[src/rtl/alu_serial_driver.sv]
// Bit-serial sequencer driving an external 1-bit ALU slice across WIDTH cycles.
// Request and result use independent valid/ready handshakes.
module alu_serial_driver #(
   parameter int WIDTH = 32
) (
   input  logic             clk,
   input  logic             rst_n,
   input  logic             in_valid,
   output logic             in_ready,
   input  logic [WIDTH-1:0] in_a,
   input  logic [WIDTH-1:0] in_b,
   input  logic [3:0]       in_op,
   output logic             slice_a,
   output logic             slice_b,
   output logic             slice_cin,
   output logic [3:0]       slice_op,
   input  logic             slice_result,
   input  logic             slice_cout,
   output logic             out_valid,
   input  logic             out_ready,
   output logic [WIDTH-1:0] out_result,
   output logic             out_zero,
   output logic             out_cout,
   output logic             out_ovf,
   output logic             out_err
);

   localparam int IW = $clog2(WIDTH);

   localparam logic [3:0] OP_AND = 4'b0000;
   localparam logic [3:0] OP_OR  = 4'b0001;
   localparam logic [3:0] OP_ADD = 4'b0010;
   localparam logic [3:0] OP_SUB = 4'b0110;
   localparam logic [3:0] OP_NOR = 4'b1100;

   typedef enum logic [1:0] {
      S_IDLE,
      S_RUN,
      S_DONE
   } state_t;

   state_t           state_reg, state_next;
   logic [WIDTH-1:0] a_reg, b_reg, result_reg;
   logic [3:0]       op_reg;
   logic [IW-1:0]    idx_reg;
   logic             carry_reg, cout_reg, ovf_reg, zero_reg, err_reg;
   logic             arith, last_bit;

   function automatic logic op_supported(input logic [3:0] op);
      return (op == OP_AND) || (op == OP_OR) || (op == OP_ADD) ||
             (op == OP_SUB) || (op == OP_NOR);
   endfunction

   assign arith    = (op_reg == OP_ADD) || (op_reg == OP_SUB);
   assign last_bit = (idx_reg == IW'(WIDTH - 1));

   always_comb begin
      state_next = state_reg;
      slice_a    = 1'b0;
      slice_b    = 1'b0;
      slice_cin  = 1'b0;
      slice_op   = 4'b0000;
      case (state_reg)
         S_IDLE: begin
            if (in_valid)
               state_next = op_supported(in_op) ? S_RUN : S_DONE;
         end
         S_RUN: begin
            case (op_reg)
               OP_AND: begin
                  slice_a  = a_reg[idx_reg];
                  slice_b  = b_reg[idx_reg];
                  slice_op = 4'b0000;
               end
               OP_OR: begin
                  slice_a  = a_reg[idx_reg];
                  slice_b  = b_reg[idx_reg];
                  slice_op = 4'b0001;
               end
               OP_ADD: begin
                  slice_a   = a_reg[idx_reg];
                  slice_b   = b_reg[idx_reg];
                  slice_cin = carry_reg;
                  slice_op  = 4'b0010;
               end
               OP_SUB: begin
                  // a + ~b + 1: the +1 comes from carry_reg preset at accept
                  slice_a   = a_reg[idx_reg];
                  slice_b   = ~b_reg[idx_reg];
                  slice_cin = carry_reg;
                  slice_op  = 4'b0010;
               end
               OP_NOR: begin
                  // De Morgan: ~a & ~b on the slice's AND path
                  slice_a  = ~a_reg[idx_reg];
                  slice_b  = ~b_reg[idx_reg];
                  slice_op = 4'b0000;
               end
               default: ;
            endcase
            if (last_bit)
               state_next = S_DONE;
         end
         S_DONE: begin
            if (out_ready)
               state_next = S_IDLE;
         end
         default: state_next = S_IDLE;
      endcase
   end

   always_ff @(posedge clk or negedge rst_n) begin
      if (!rst_n) begin
         state_reg  <= S_IDLE;
         a_reg      <= '0;
         b_reg      <= '0;
         op_reg     <= '0;
         result_reg <= '0;
         idx_reg    <= '0;
         carry_reg  <= 1'b0;
         cout_reg   <= 1'b0;
         ovf_reg    <= 1'b0;
         zero_reg   <= 1'b0;
         err_reg    <= 1'b0;
      end else begin
         state_reg <= state_next;
         case (state_reg)
            S_IDLE: begin
               if (in_valid) begin
                  a_reg      <= in_a;
                  b_reg      <= in_b;
                  op_reg     <= in_op;
                  result_reg <= '0;
                  idx_reg    <= '0;
                  carry_reg  <= (in_op == OP_SUB);
                  cout_reg   <= 1'b0;
                  ovf_reg    <= 1'b0;
                  zero_reg   <= 1'b0;
                  err_reg    <= !op_supported(in_op);
               end
            end
            S_RUN: begin
               result_reg[idx_reg] <= slice_result;
               if (arith)
                  carry_reg <= slice_cout;
               if (last_bit) begin
                  if (arith) begin
                     cout_reg <= slice_cout;
                     ovf_reg  <= slice_cin ^ slice_cout;
                  end
                  // Lower bits are already final; the MSB arrives this cycle
                  zero_reg <= ({slice_result, result_reg[WIDTH-2:0]} == '0);
               end else begin
                  idx_reg <= idx_reg + 1'b1;
               end
            end
            default: ;
         endcase
      end
   end

   assign in_ready   = (state_reg == S_IDLE);
   assign out_valid  = (state_reg == S_DONE);
   assign out_result = result_reg;
   assign out_zero   = zero_reg;
   assign out_cout   = cout_reg;
   assign out_ovf    = ovf_reg;
   assign out_err    = err_reg;

endmodule
[config.mk]
export PLATFORM = sky130hd
export DESIGN_NAME = alu_serial_driver
export DESIGN_NICKNAME = d
export VERILOG_FILES = /design/src/rtl/alu_serial_driver.sv
export SDC_FILE = /design/constraint.sdc
export NUM_CORES = 1
export LEC_CHECK = 0
export CELL_PAD_IN_SITES_DETAIL_PLACEMENT = 0
export CELL_PAD_IN_SITES_GLOBAL_PLACEMENT = 1
export CORE_ASPECT_RATIO = 1.4
export CORE_MARGIN = 2
export CORE_UTILIZATION = 35
export CTS_CLUSTER_DIAMETER = 60
export CTS_CLUSTER_SIZE = 20
export DETAILED_ROUTE_END_ITERATION = 12
export PLACE_DENSITY_LB_ADDON = 0.1
export SLEW_MARGIN = 30
export SYNTH_ARGS = -nofsm -noshare
export SYNTH_HDL_FRONTEND = slang
export SYNTH_SLANG_ARGS = --single-unit
[constraint.sdc]
create_clock -name clk -period 6.3 [get_ports clk]
set_clock_uncertainty 0.2 [all_clocks]
set_input_delay 1.26 -clock clk [delete_from_list [all_inputs] [get_ports clk]]
set_output_delay 1.26 -clock clk [all_outputs]
set_load 0.005 [all_outputs]
==> metrics.txt, run 1 <==
EDFF count, synth=0; WL met1=6270 um; Initial Util=between 30 and 40%; post-route ant nets=0; Area growth, synth to finish=26.3%; Peak VDD IR=between 0.2 and 0.25 mV; worst slew pin tran=around 0.90 ns; initial antenna violation count=0; post-synth top area cell=dfrtp_1; arrival time worst endpoint=between 3 and 4 ns; final worst path period share=between 70 and 80%; met2 WL=8250 um; die width=around 110 um; Clk network pwr share=between 20% and 30%; switching share of power=between 30% and 40%; routed len/inst=16.7 um; CP max FO=28; Comb power frac=between 30% and 40%; Leak=between 3 and 4 nW; Crit. Startpoint=idx_reg[3]; clock sinks=112; CP Data Required Time=~4.8 ns; placed cell count=~900; Core Area=15700 sq um; crit path buf inv count=2; Synth area leaders=dfrtp_1, nand2_1, mux2i_1, o211ai_1, nand3_1; RSZ-0062 raised after global routing=no; post-synth cell types=48; Synth Area in Simple Gates=between 20 and 30%; Placement Setup Slack=around 2.1 ns; Critical R2R Launch=idx_reg[1]; share of cells above drive strength 1=4.26%; power density over the cells=between 300 and 400 nW/um^2; slowest CP cell=dfrtp_1; commonest register cell after synthesis=dfrtp_1; Synth Area in Adders=between 1 and 1.5%; Die Area=between 15000 and 20000 sq um; met3 wire len=584 um; clock root buffer=clkbuf_16; PnR worst setup slack=1.82 ns; DP Area=between 6000 and 7000 sq um; Synth Area in XOR/XNOR=less than 1%; fin crit period=4.48 ns; sequential-to-total area share from yosys stat=~50%; Vias=between 4000 and 5000; total internal power=1.60 mW; largest family of logic cells by synthesized area=simple AND/OR/NAND/NOR gates; slew margin rel.=39.5%; GRT Total Usage=a little under a fifth; post-DP HPWL=11400 um; hold path startpoint=a_reg[6]; min-delay worst type=flop to flop; Via density=5.10; CTS tree=done; total gr overflow=0; async set or reset register ratio after synthesis=100%; Final setup viols=0; 1st-pass router iterations=4; Synth top area share=around half; clock buffer count from CTS=9; Critical Path Max Stage Delay=0.86 ns; routability cong.=0.828; CTS Hold Bufs=0; Synth Instances=~640; DRC viols=0; num ports=between 100 and 150; Final Cell Area=between 7000 and 8000 sq um; CP top delay family=flip-flops; Worst-path clk slew=approximately 0.070 ns; Sum Neg Setup Slack=0 ns; Final Max Tran Viols=0; first-pass GRT wire length=approximately 25000 um; H-tree levels=3; final hold violation count=0; compound-cell area share of the yosys netlist=under 10%; Routed WL=15400 um; CP endpoint kind=output port; syn avg cell area=roughly 9 sq um; pin count of the biggest net entering global routing=60; Post-CTS Repair Setup Buffers=0; Die Span Y=154 um; Max Buffers Root-to-Sink=2; Finished Layout Cells=around 920; Fmax=0.223 GHz; Final #Nets=around 800; Antenna Cells=0; Yosys warnings=0; FF+latch count, synth=around 110; post-synthesis mux area share=6.63%; DRT iter0 DRCs=approximately 330; max-cap violations=0; vias in the first global route=between 4000 and 5000; Post-Syn Area=5640 sq um; P_sw=a little under 1 mW; Buffers on Ports=116; startpoint type of the worst setup path=flop; status=completed; top sig layer=met4; worst skew pair latency=about 0.35 ns; std cell rows=54; cts repair resizes=0; sequential share of power=between 40% and 50%; Crit Path Category=flop to output port; Cell Chain, Critical Path=inv_1 > nor4_1 > o31ai_1 > nand4_1 > mux2_1 > clkdlybuf4s50_1
==> cells by family after synthesis <==
family                     Yosys count
other                                1
and+or+nand+nor                    360
muxes                               37
DFF                                112
buffers and inverters               51
AOI/OAI and AO/OA                   70
xor gates and xnor gates             3
adders and majority gates            5
==> metal layers <==
metal | vias up | track usage [%]
met2 | 108 | 33.1
li1 | 2353 | -
met4 | 0 | 5.53
met5 | - | 0
met3 | 18 | 3.17
met1 | 2231 | 22.1
==> cells in the mapped netlist, types with 4 or more instances <==
| library cell | count |
|---|---|
| or3_1 | 7 |
| a22o_1 | 5 |
| clkbuf_1 | 26 |
| nor3_1 | 6 |
| nand3_1 | 41 |
| o21ai_0 | 4 |
| and2_1 | 8 |
| nor2_1 | 8 |
| o211ai_1 | 32 |
| o221ai_1 | 10 |
| dfrtp_1 | 112 |
| nor4_1 | 11 |
| buf_2 | 12 |
| mux2i_1 | 34 |
| nand3b_1 | 5 |
| nand2_1 | 249 |
| buf_4 | 7 |
| and3_1 | 4 |
| ha_1 | 5 |
==> layout by cell type (no fill, tap or decap), drive strengths merged, types with 4 or more instances in the layout <==
| master | n |
|---|---|
| nand2 | 250 |
| clkdlybuf4s50 | 114 |
| dfrtp | 112 |
| nand3 | 41 |
| mux2i | 34 |
| o211ai | 32 |
| nor4 | 11 |
| clkbuf | 11 |
| o221ai | 10 |
| and2 | 9 |
| nor2 | 8 |
| or3 | 7 |
| nor3 | 6 |
| o21ai | 6 |
| a22o | 5 |
| nand3b | 5 |
| ha | 5 |
| buf | 5 |
| inv | 5 |
| and3 | 4 |
| clkinv | 4 |
==> path summary, 6_finish.rpt <==
kind / to / slack (ns) / cells after the start
worst max-delay path: slice_b / 1.82 / 6
min in group asynchronous: out_result[6] / 0.77 / 1
worst min register to register: a_reg[6] / 0.27 / 2
worst max register to register: idx_reg[0] / 3.74 / 6
max in group asynchronous: idx_reg[0] / 3.85 / 2
worst min-delay path: a_reg[6] / 0.27 / 2
==> power by group through the flow <==
stage / clock (mW) / combinational [mW] / sequential [mW]
CTS: 0.567 / 0.838 / 1.22
finish: 0.553 / 0.815 / 1.21
global placement: 0 / 0.815 / 1.24
detailed placement: 0 / 0.833 / 1.23
global route: 0.600 / 0.941 / 1.25
floorplan: 0 / 0.661 / 1.08
==> worst register-to-register path: cells and delay by family (launching register included) <==
family	cells	cell delay [ns]
fa+ha+maj	2	0.71
flops	1	0.79
compound gates	1	0.18
mux	1	0.28
simple gates	2	0.30
==> cell type report <==
class / instances / area (sq um)
inverter: 4 / 15.0
clock inverter: 5 / 40.0
clock buffer: 11 / 243
timing repair buffer: 119 / 1180
sequential: 112 / 2810
tap: 196 / 245
fill: 1588 / 8550
multi-input combinational: 477 / 2600
==> through the flow <==
stage          utilization (%)  hold slack [ns]  total power, mW
6_report                  45.4            0.275             2.58
5_1_grt                   45.4            0.299             2.79
4_1_cts                   45.4            0.280             2.62
3_5_place_dp              43.6            0.263             2.06
3_3_place_gp              43.6            0.263             2.05
2_1_floorplan                -            0.245             1.74
Note: power is estimated with default switching activity, not from simulation.
==> run 2: changes to the inputs <==
Clock period 6.3 ns to 3.9 ns, I/O delays scaled along.
==> run 2 against run 1 <==
Against the previous run: first-iteration DRC count is 10% lower; worst setup slack got worse by 1.6 ns; global-route usage is 0.23 points higher; via count increased by 3.1%; sequential power grew 53%; non-clock buffer count rose by 8; hold slack lost 0.033 ns; register-to-register slack lost 2.3 ns; total power up 63%; final cell count grew 0.87%; sequential share of layout area decreased by 0.49 points; clock-buffer cell count shrank 2; largest power group unchanged.
==> metrics.txt, run 2 (synthesized netlist as in run 1, its figures left out) <==
GRT Total Usage=18.5% (was 18.3%); slew margin rel.=51.4% (was 39.5%); Routed WL=15800 um (was 15400 um); 1st-pass router iterations=4 (unchanged); routed len/inst=16.9 um (was 16.7 um); Core Area=15700 sq um (unchanged); std cell rows=54 (unchanged); Area growth, synth to finish=27.8% (was 26.3%); Vias=4857 (was 4710); sequential share of power=44.0% (was 47.0%); Leak=3.39 nW (was 3.34 nW); Worst-path clk slew=0.08 ns (was 0.07 ns); CTS tree=done (unchanged); DRC viols=0 (unchanged); CP Data Required Time=2.92 ns (was 4.84 ns); worst skew pair latency=0.35 ns (about the same); power density over the cells=584 nW/um^2 (was 363 nW/um^2); startpoint type of the worst setup path=flop (unchanged); Peak VDD IR=0.258 mV (was 0.214 mV); num ports=119 (unchanged); initial antenna violation count=0 (unchanged); pin count of the biggest net entering global routing=72 (was 60); Post-CTS Repair Setup Buffers=0 (unchanged); Die Area=17200 sq um (unchanged); commonest non-fill, non-tap cell in the layout=nand2_1 (unchanged); Buffers on Ports=116 (unchanged); RSZ-0062 raised after global routing=no (unchanged); Die Span Y=154 um (unchanged); Final #Nets=810 (was 802); Final setup viols=0 (unchanged); clock buffer count from CTS=9 (unchanged); Finished Layout Cells=932 (was 924); arrival time worst endpoint=2.70 ns (was 3.02 ns); fillers=1596 (was 1588); Critical R2R Launch=idx_reg[1] (unchanged); min-delay worst type=input port to async pin (was flop to flop); Fmax=0.272 GHz; die width=111 um (unchanged); fin crit period=3.68 ns; CP max FO=15 (was 28); max-cap violations=0 (unchanged); share of cells above drive strength 1=5.30% (was 4.26%); post-DP HPWL=11500 um (was 11400 um); final hold violation count=0 (unchanged); Max Buffers Root-to-Sink=2 (unchanged); P_sw=1.60 mW (was 0.979 mW); H-tree levels=3 (unchanged); final worst path period share=a little over nine tenths; CTS Hold Bufs=0 (unchanged); vias in the first global route=4846 (was 4684); Antenna Cells=0 (unchanged); total internal power=2.61 mW (was 1.60 mW); Via density=5.21 (was 5.10); worst slew pin tran=0.726 ns (was 0.905 ns); clock sinks=112 (unchanged); Comb power frac=34.7% (was 31.6%); first-pass GRT wire length=25600 um (was 25000 um); routability cong.=0.806 (was 0.828); DRT iter0 DRCs=293 (was 327); final design utilization=46.0% (was 45.4%); Final Max Tran Viols=0 (unchanged); Sum Neg Setup Slack=0 ns (unchanged); Clk network pwr share=21.2% (was 21.4%); switching share of power=38.0% (was 37.9%); Crit. Startpoint=idx_reg[1] (was idx_reg[3]); post-route ant nets=0 (unchanged); Placement Setup Slack=0.572 ns (was 2.13 ns); cts repair resizes=0 (unchanged); CP endpoint kind=output port (unchanged); placed cell count=916 (was 908); status=completed (unchanged); commonest non-fill, non-tap cells in the layout=nand2_1, clkdlybuf4s50_1, dfrtp_1, nand3_1, mux2i_1 (unchanged); clock root buffer=clkbuf_16 (unchanged); Crit Path Category=flop to output port (unchanged); total gr overflow=0 (unchanged); hold slack=0.242 ns (was 0.275 ns); PnR worst setup slack=0.221 ns (was 1.82 ns); Initial Util=36.0% (unchanged)
-- run 2: cell type report --
type / instances / area, sq um / share of cell area [%]
clock buffers: 9 / 225 / 3.13
repair buffers: 127 / 1270 / 17.6
flip-flops and latches: 112 / 2800 / 38.9
multi-input cells: 477 / 2600 / 36.0
well taps: 196 / 245 / 3.40
inverters: 4 / 15.0 / 0.208
clock inverters: 7 / 52.6 / 0.729
-- run 2: through the flow --
stage | power, mW | area, sq um
finish | 4.21 | 7200
global placement | 3.34 | 6930
floorplan | 2.81 | 5640
CTS | 4.27 | 7200
detailed placement | 3.37 | 6930
global route | 4.52 | 7200
-- run 2: per-layer routing --
| layer | global-route usage [%] | part of all wire (%) | up-vias |
|---|---|---|---|
| met5 | 0 | 0 | - |
| met4 | 5.58 | 1.9 | 0 |
| met3 | 2.51 | 3.3 | 16 |
| met2 | 33.9 | 54 | 116 |
| met1 | 22.5 | 41 | 2355 |
| li1 | - | - | 2370 |
-- run 2: path summary, 6_finish.rpt --
path / endpoint / slack, ns / cells after the start
setup reg to reg: idx_reg[0] / 1.44 / 7
min in group clk: a_reg[0] / 0.28 / 2
setup / recovery: slice_b / 0.22 / 7
max in group asynchronous: idx_reg[0] / 2.45 / 2
hold reg to reg: a_reg[0] / 0.28 / 2
hold / removal: out_result[0] / 0.24 / 1
-- run 2: power groups by stage --
stage	Sequential [mW]	Clock (mW)	Combinational, mW
2_1_floorplan	1.74	0	1.07
3_3_place_gp	1.90	0	1.45
3_5_place_dp	1.88	0	1.49
4_1_cts	1.86	0.916	1.49
5_1_grt	1.90	0.961	1.65
6_report	1.85	0.893	1.46
-- run 2: critical path, stage by stage (launching register included) --
cell	delay [ns]
dfrtp_1	0.52
buf_4	0.24
or3_1	0.31
o221ai_1	0.19
o31ai_1	0.11
nand4_1	0.16
mux2_1	0.36
clkdlybuf4s50_1	0.45
